--- src/rtl/pc_ctrl_if.sv ---
// ---------------------------------------------------------------------------
// pc_ctrl_if
//
// Purpose:
//    Groups the fetch-control signals of pc_ctrl into one bundle so the
//    controller and whatever drives it share a single port.
//
// Signals (named from the controller's point of view):
//    stall_i      hold the PC this cycle
//    br_en_i      branch request valid
//    br_target_i  branch target address
//    exc_i        exception code from writeback, 0 means none
//    pc_o         current fetch PC
//    br_taken_o   the PC loaded on the previous edge was a redirect
//    halted_o     a fault has been latched
//    done_o       the core may terminate
//    halt_code_o  latched fault code
//    cycle_cnt_o  free-running cycle counter
//
// Modports:
//    master  the requester side, which drives the *_i signals
//    slave   the controller side, which drives the *_o signals
// ---------------------------------------------------------------------------
interface pc_ctrl_if #(
   parameter int XLEN  = 32,
   parameter int EXC_W = 8,
   parameter int CNT_W = 64
);

   logic             stall_i;
   logic             br_en_i;
   logic [XLEN-1:0]  br_target_i;
   logic [EXC_W-1:0] exc_i;

   logic [XLEN-1:0]  pc_o;
   logic             br_taken_o;
   logic             halted_o;
   logic             done_o;
   logic [EXC_W-1:0] halt_code_o;
   logic [CNT_W-1:0] cycle_cnt_o;

   modport master (
      output stall_i,
      output br_en_i,
      output br_target_i,
      output exc_i,
      input  pc_o,
      input  br_taken_o,
      input  halted_o,
      input  done_o,
      input  halt_code_o,
      input  cycle_cnt_o
   );

   modport slave (
      input  stall_i,
      input  br_en_i,
      input  br_target_i,
      input  exc_i,
      output pc_o,
      output br_taken_o,
      output halted_o,
      output done_o,
      output halt_code_o,
      output cycle_cnt_o
   );

endinterface

--- src/rtl/pc_ctrl.sv ---
// ---------------------------------------------------------------------------
// pc_ctrl
//
// Purpose:
//    Program-counter controller for a simple fetch stage. The PC advances
//    linearly, holds on stall, and is redirected by branch requests that
//    arrive BR_DEPTH cycles before they take effect (modelling the pipeline
//    distance between branch resolution and fetch). A non-stall exception
//    code or a misaligned branch target halts the controller. It then
//    reports done one cycle later and stays there until reset.
//
// Ports:
//    clk   clock
//    rst   synchronous, active-high reset
//    bus   pc_ctrl_if.slave carrying the stall, branch and exception inputs
//          and the pc, br_taken, halted, done, halt_code and cycle_cnt
//          outputs
//
// Parameters:
//    XLEN           PC and branch-target width
//    RESET_PC       PC loaded on reset
//    PC_STEP        linear increment per advancing cycle
//    BR_DEPTH       branch request to redirect distance in cycles (0..7);
//                   0 applies a request on the edge where it is presented
//    EXC_W          exception code width
//    STALL_CODE     exception code that means "stall", not a fault
//    MISALIGN_CODE  halt code recorded for a misaligned branch target
//    CNT_W          cycle counter width
// ---------------------------------------------------------------------------
module pc_ctrl #(
   parameter int               XLEN          = 32,
   parameter logic [XLEN-1:0]  RESET_PC      = 32'h00003000,
   parameter int               PC_STEP       = 4,
   parameter int               BR_DEPTH      = 2,
   parameter int               EXC_W         = 8,
   parameter logic [EXC_W-1:0] STALL_CODE    = 8'h01,
   parameter logic [EXC_W-1:0] MISALIGN_CODE = 8'h80,
   parameter int               CNT_W         = 64
) (
   input  logic     clk,
   input  logic     rst,
   pc_ctrl_if.slave bus
);

   // Controller states. RUN fetches normally; HALT lasts exactly one cycle
   // after a fault; DONE is absorbing until reset.
   localparam logic [1:0] ST_RUN  = 2'd0;
   localparam logic [1:0] ST_HALT = 2'd1;
   localparam logic [1:0] ST_DONE = 2'd2;

   logic [1:0]       r_state;
   logic [XLEN-1:0]  r_pc;
   logic             r_brTaken;
   logic [EXC_W-1:0] r_haltCode;
   logic [CNT_W-1:0] r_cycleCnt;

   logic             w_emergeValid;
   logic [XLEN-1:0]  w_emergeTarget;
   logic             w_isFault;
   logic             w_isStall;
   logic             w_misaligned;
   logic             w_enterHalt;
   logic             w_clearLine;

   // Classify the inputs once. A stall-code exception behaves like
   // stall_i. Any other non-zero code is a fault, and a fault outranks
   // everything else on the same edge.
   assign w_isFault    = (bus.exc_i != '0) && (bus.exc_i != STALL_CODE);
   assign w_isStall    = bus.stall_i || (bus.exc_i == STALL_CODE);
   assign w_misaligned = w_emergeValid && (w_emergeTarget[1:0] != 2'b00);

   // The delay line is flushed on the edge that enters HALT and then kept
   // empty for as long as the controller is not running, so no stale
   // request can surface after a halt.
   assign w_enterHalt  = (r_state == ST_RUN) && (w_isFault || w_misaligned);
   assign w_clearLine  = w_enterHalt || (r_state != ST_RUN);

   // Branch delay line. With BR_DEPTH of zero the request is used on the
   // edge where it is presented, so no storage exists at all. Otherwise
   // stage 0 captures the live request and the last stage is the one that
   // emerges. The line shifts on every running cycle, stalled or not.
   generate
      if (BR_DEPTH == 0) begin : gNoDelay
         assign w_emergeValid  = bus.br_en_i;
         assign w_emergeTarget = bus.br_target_i;
      end else begin : gDelay
         logic [BR_DEPTH-1:0] r_lineValid;
         logic [XLEN-1:0]     r_lineTarget [BR_DEPTH];

         always_ff @(posedge clk) begin
            if (rst || w_clearLine) begin
               r_lineValid <= '0;
               for (int i = 0; i < BR_DEPTH; i++) begin
                  r_lineTarget[i] <= '0;
               end
            end else begin
               r_lineValid[0]  <= bus.br_en_i;
               r_lineTarget[0] <= bus.br_target_i;
               for (int i = 1; i < BR_DEPTH; i++) begin
                  r_lineValid[i]  <= r_lineValid[i-1];
                  r_lineTarget[i] <= r_lineTarget[i-1];
               end
            end
         end

         assign w_emergeValid  = r_lineValid[BR_DEPTH-1];
         assign w_emergeTarget = r_lineTarget[BR_DEPTH-1];
      end
   endgenerate

   // Free-running cycle counter. Reset loads 1 so that the first cycle
   // after reset reads as cycle 1; it keeps counting through HALT and DONE
   // and wraps naturally at its width.
   always_ff @(posedge clk) begin
      if (rst) begin
         r_cycleCnt <= CNT_W'(1);
      end else begin
         r_cycleCnt <= r_cycleCnt + CNT_W'(1);
      end
   end

   // Main control FSM and PC register. In RUN the priority is:
   // fault on exc_i, then an emerging branch (misaligned ones halt),
   // then stall, then a linear step. HALT and DONE ignore all inputs and
   // freeze the PC and halt code.
   always_ff @(posedge clk) begin
      if (rst) begin
         r_state    <= ST_RUN;
         r_pc       <= RESET_PC;
         r_brTaken  <= 1'b0;
         r_haltCode <= '0;
      end else begin
         case (r_state)
            ST_RUN: begin
               if (w_isFault) begin
                  r_state    <= ST_HALT;
                  r_haltCode <= bus.exc_i;
                  r_brTaken  <= 1'b0;
               end else if (w_emergeValid) begin
                  if (w_misaligned) begin
                     r_state    <= ST_HALT;
                     r_haltCode <= MISALIGN_CODE;
                     r_brTaken  <= 1'b0;
                  end else begin
                     r_pc      <= w_emergeTarget;
                     r_brTaken <= 1'b1;
                  end
               end else if (w_isStall) begin
                  r_brTaken <= 1'b0;
               end else begin
                  r_pc      <= r_pc + XLEN'(PC_STEP);
                  r_brTaken <= 1'b0;
               end
            end
            ST_HALT: begin
               r_state   <= ST_DONE;
               r_brTaken <= 1'b0;
            end
            ST_DONE: begin
               r_brTaken <= 1'b0;
            end
            default: begin
               r_state   <= ST_DONE;
               r_brTaken <= 1'b0;
            end
         endcase
      end
   end

   // Status outputs decode straight from the state register.
   assign bus.pc_o        = r_pc;
   assign bus.br_taken_o  = r_brTaken;
   assign bus.halted_o    = (r_state != ST_RUN);
   assign bus.done_o      = (r_state == ST_DONE);
   assign bus.halt_code_o = r_haltCode;
   assign bus.cycle_cnt_o = r_cycleCnt;

endmodule
--- src/flat_wrapper.sv ---
// flat-port wrapper written by rule: the top's interface ports become plain ports
module pc_ctrl_flat 
#(
   parameter int               XLEN          = 32,
   parameter logic [XLEN-1:0]  RESET_PC      = 32'h00003000,
   parameter int               PC_STEP       = 4,
   parameter int               BR_DEPTH      = 2,
   parameter int               EXC_W         = 8,
   parameter logic [EXC_W-1:0] STALL_CODE    = 8'h01,
   parameter logic [EXC_W-1:0] MISALIGN_CODE = 8'h80,
   parameter int               CNT_W         = 64
)
  (clk, rst, bus_stall_i, bus_br_en_i, bus_br_target_i, bus_exc_i, bus_pc_o, bus_br_taken_o, bus_halted_o, bus_done_o, bus_halt_code_o, bus_cycle_cnt_o);
  pc_ctrl_if #(.XLEN(XLEN), .EXC_W(EXC_W), .CNT_W(CNT_W)) bus_i ();
  input  logic clk;
  input  logic rst;
  input wire logic [$bits(bus_i.stall_i)-1:0] bus_stall_i;
  input wire logic [$bits(bus_i.br_en_i)-1:0] bus_br_en_i;
  input wire logic [$bits(bus_i.br_target_i)-1:0] bus_br_target_i;
  input wire logic [$bits(bus_i.exc_i)-1:0] bus_exc_i;
  output wire logic [$bits(bus_i.pc_o)-1:0] bus_pc_o;
  output wire logic [$bits(bus_i.br_taken_o)-1:0] bus_br_taken_o;
  output wire logic [$bits(bus_i.halted_o)-1:0] bus_halted_o;
  output wire logic [$bits(bus_i.done_o)-1:0] bus_done_o;
  output wire logic [$bits(bus_i.halt_code_o)-1:0] bus_halt_code_o;
  output wire logic [$bits(bus_i.cycle_cnt_o)-1:0] bus_cycle_cnt_o;
  assign bus_i.stall_i = bus_stall_i;
  assign bus_i.br_en_i = bus_br_en_i;
  assign bus_i.br_target_i = bus_br_target_i;
  assign bus_i.exc_i = bus_exc_i;
  assign bus_pc_o = bus_i.pc_o;
  assign bus_br_taken_o = bus_i.br_taken_o;
  assign bus_halted_o = bus_i.halted_o;
  assign bus_done_o = bus_i.done_o;
  assign bus_halt_code_o = bus_i.halt_code_o;
  assign bus_cycle_cnt_o = bus_i.cycle_cnt_o;
  pc_ctrl #(.XLEN(XLEN), .RESET_PC(RESET_PC), .PC_STEP(PC_STEP), .BR_DEPTH(BR_DEPTH), .EXC_W(EXC_W), .STALL_CODE(STALL_CODE), .MISALIGN_CODE(MISALIGN_CODE), .CNT_W(CNT_W)) u_core (.clk(clk), .rst(rst), .bus(bus_i));
endmodule
--- config.mk ---
export PLATFORM = sky130hd
export DESIGN_NAME = pc_ctrl_flat
export DESIGN_NICKNAME = d
export VERILOG_FILES = /design/src/rtl/pc_ctrl_if.sv /design/src/rtl/pc_ctrl.sv /design/src/flat_wrapper.sv
export SDC_FILE = /design/constraint.sdc
export NUM_CORES = 1
export LEC_CHECK = 0
export BUFFER_PORTS_ARGS = -buffer_cell sky130_fd_sc_hd__buf_2
export CAP_MARGIN = 0
export CORE_UTILIZATION = 59
export CTS_CLUSTER_DIAMETER = 40
export DETAILED_ROUTE_END_ITERATION = 7
export PLACE_DENSITY = 0.85
export RECOVER_POWER = 100
export SYNTH_ARGS = -nofsm -noshare
export SYNTH_HDL_FRONTEND = slang
export SYNTH_SLANG_ARGS = --single-unit
--- constraint.sdc ---
create_clock -name clk -period 2.9 [get_ports clk]
set_input_delay 0.58 -clock clk [delete_from_list [all_inputs] [get_ports clk]]
set_output_delay 0.58 -clock clk [all_outputs]
set_load 0.005 [all_outputs]
==> run metrics <==
main combinational cell family by area after synthesis simple AND/OR/NAND/NOR gates; Port Buffers 150; gpl congestion 0.896; Post-Synth Simple-Gate Area 0.308; placed cells 1088; mapped cell area 0.00727 mm²; Vias 6838; TritonCTS clock tree yes; row count 40; final setup margin 0.351 ns; clk root buf clkbuf_16; CP max stage delay 0.70 ns; fmax 0.392 GHz; R2R depth 7; post-CTS setup buffers 0; via/cell ratio 6.11; CTS max path bufs 2; Max-slew headroom 0.156; TritonCTS Sinks 173; setup TNS 0 ns; Worst Tran Pin Value 1.26 ns; worst-skew pair later-pin latency 0.42 ns; antenna viol nets, final 0; Post-DP HPWL 12.1 mm; fin. max-slew vios 0; crit-path cells clkbuf_2, inv_1, buf_4, nor2_1, buf_4, nor2_1, a221oi_1; Synth cell types 59; fin cells 1120; period utilization 0.879; Post-synth ARST share 0; CTS Hold Bufs 0; DIE WIDTH 113 µm; EDFF count, synth 0; DR pass1 iterations 5; Area Growth Syn to Fin 19.4%; vias in the first global route 6055; status completed; post-synthesis adder-cell area fraction 0.00344; mux share of post-synthesis cell area 0.0126; full die area 0.0128 mm²; clk_skew 0.00580 ns; Post-Route WL 18.7 mm; RSZ-0062 raised after global routing false; Hold Vio Cnt, Final 0; commonest non-fill, non-tap cell in the layout dfxtp_1; most frequent cells in the layout dfxtp_1, buf_2, and3_1; CTS resizes 0; final setup fails 0; CTS H-tree depth 4; CP required 3.21 ns; Detailed Route Iter0 Violations 799; register area share after synthesis 0.476; clock slew at reported path FFs 0.06 ns; cells after synthesis 826; share of cells above drive strength 1 0.182; synthesized area per cell 8.81 µm²; Mapped Nets 872; hold path depth 2; Starting Density 0.606; DR DRC count 0; register bit count reported by yosys 173; DR WL/cell 16.7 µm; diode count 0; GRT overflow 0; gr usage total 0.294; Max Cap Violations 0; most common flop cell mapped by yosys dfxtp_1; Hold WC Path Type in2reg; initial antenna violation count 0; critical path endpoint category flip-flop; IO Pins 151; CP arrival 2.86 ns; final net count 1006; xor/xnor share of the synthesized area 0.0434; chip height 113 µm; Pwr per Cell Area 563 mW/mm²; Compound-Gate Fraction of Synth Area 0.122; first-pass GRT wire length 30.1 mm; Leak 0.00354 µW; Yosys Warn Count 0; Critical Path Start Type flip-flop; largest net degree at the start of global routing 76; peak supply drop 0.400 mV; critical path peak fanout 41; final core occ 0.723; core footprint 0.0120 mm²; CP max stage cell clkbuf_2; TritonCTS buffer count 17; WS Path Type reg2reg; Final min period 2.55 ns; pre-CTS setup slack 0.0948 ns
-- through the flow --
step	power [µW]	cell area, µm²	hold WS [ns]
floorplan	2550	7270	0.418
detailed placement	2630	8160	0.444
global route	5040	8680	0.377
global placement	2630	8160	0.439
CTS	4900	8760	0.377
finish	4890	8680	0.386
-- critical path: cells and delay by family, from the launching register on --
family | cells | cell delay, ns
AND/OR/NAND/NOR | 2 | 0.17
AO/OA/AOI/OAI | 1 | 0.29
flip-flops | 1 | 0.52
buffers and inverters | 4 | 1.45
-- registers in the layout (all words and copies together) (netlist names) --
| signal | cells |
|---|---|
| u_core.bus.cycle_cnt_o | 64 |
| u_core.gDelay.r_lineTarget | 64 |
| u_core.bus.pc_o | 32 |
| u_core.bus.halt_code_o | 8 |
| u_core.gDelay.r_lineValid | 2 |
| u_core.r_state | 2 |
| u_core.bus.br_taken_o | 1 |
-- report_power, final --
group | switching [µW] | internal (µW) | leakage [µW]
clock network | 919 | 1390 | 0.000295
registers | 19.4 | 2400 | 0.00140
logic | 98.8 | 60.6 | 0.00185
total | 1040 | 3850 | 0.00354
-- per-layer routing --
layer	routed length [µm]	global-route usage	vias to the layer above	part of all wire
li1	-	-	3301	-
met1	8360	0.406	3168	0.45
met2	8520	0.436	324	0.46
met3	1240	0.0648	45	0.066
met4	563	0.147	0	0.030
met5	0	0	-	0
-- final timing paths --
| path | start | slack, ns | to |
|---|---|---|---|
| min reg2reg | u_core.gDelay.r_lineTarget[0][22] | 0.46 | u_core.gDelay.r_lineTarget[0][54] |
| max | u_core.gDelay.r_lineValid[1] | 0.35 | u_core.bus.pc_o[4] |
| min | bus_br_target_i[12] | 0.39 | u_core.gDelay.r_lineTarget[0][12] |
| max reg2reg | u_core.gDelay.r_lineValid[1] | 0.35 | u_core.bus.pc_o[4] |
-- cell usage after synthesis (all sizes together), types with 7 or more instances --
library cell | n | area share
inv | 11 | 0.0057
o31ai | 24 | 0.025
xnor2 | 7 | 0.0084
buf | 9 | 0.0060
nand3 | 48 | 0.034
or4 | 21 | 0.022
nor4 | 21 | 0.025
and4 | 10 | 0.012
or3 | 8 | 0.0069
o21ai | 22 | 0.015
a21oi | 38 | 0.026
xor2 | 29 | 0.035
nand2 | 71 | 0.037
nand4 | 43 | 0.040
mux2i | 8 | 0.011
dfxtp | 173 | 0.48
a31oi | 7 | 0.0060
nor2 | 77 | 0.040
and3 | 80 | 0.069
nor3 | 15 | 0.012
clkbuf | 45 | 0.023
-- logic make-up after synthesis --
group / after synthesis
adders and majority gates: 2
muxes: 9
AOI/OAI and AO/OA: 134
DFF: 173
xor gates and xnor gates: 36
and+or+nand+nor: 407
buffers and inverters: 65
-- layout make-up --
cell class | instances | area [µm²]
Clock buffer | 20 | 457
Sequential cell | 173 | 3460
Clock inverter | 12 | 144
Timing Repair Buffer | 169 | 815
Inverter | 11 | 41.3
Tap cell | 147 | 184
Multi-Input combinational cell | 588 | 3580
Fill cell | 946 | 3330
Note: power is estimated with default switching activity, not from simulation.
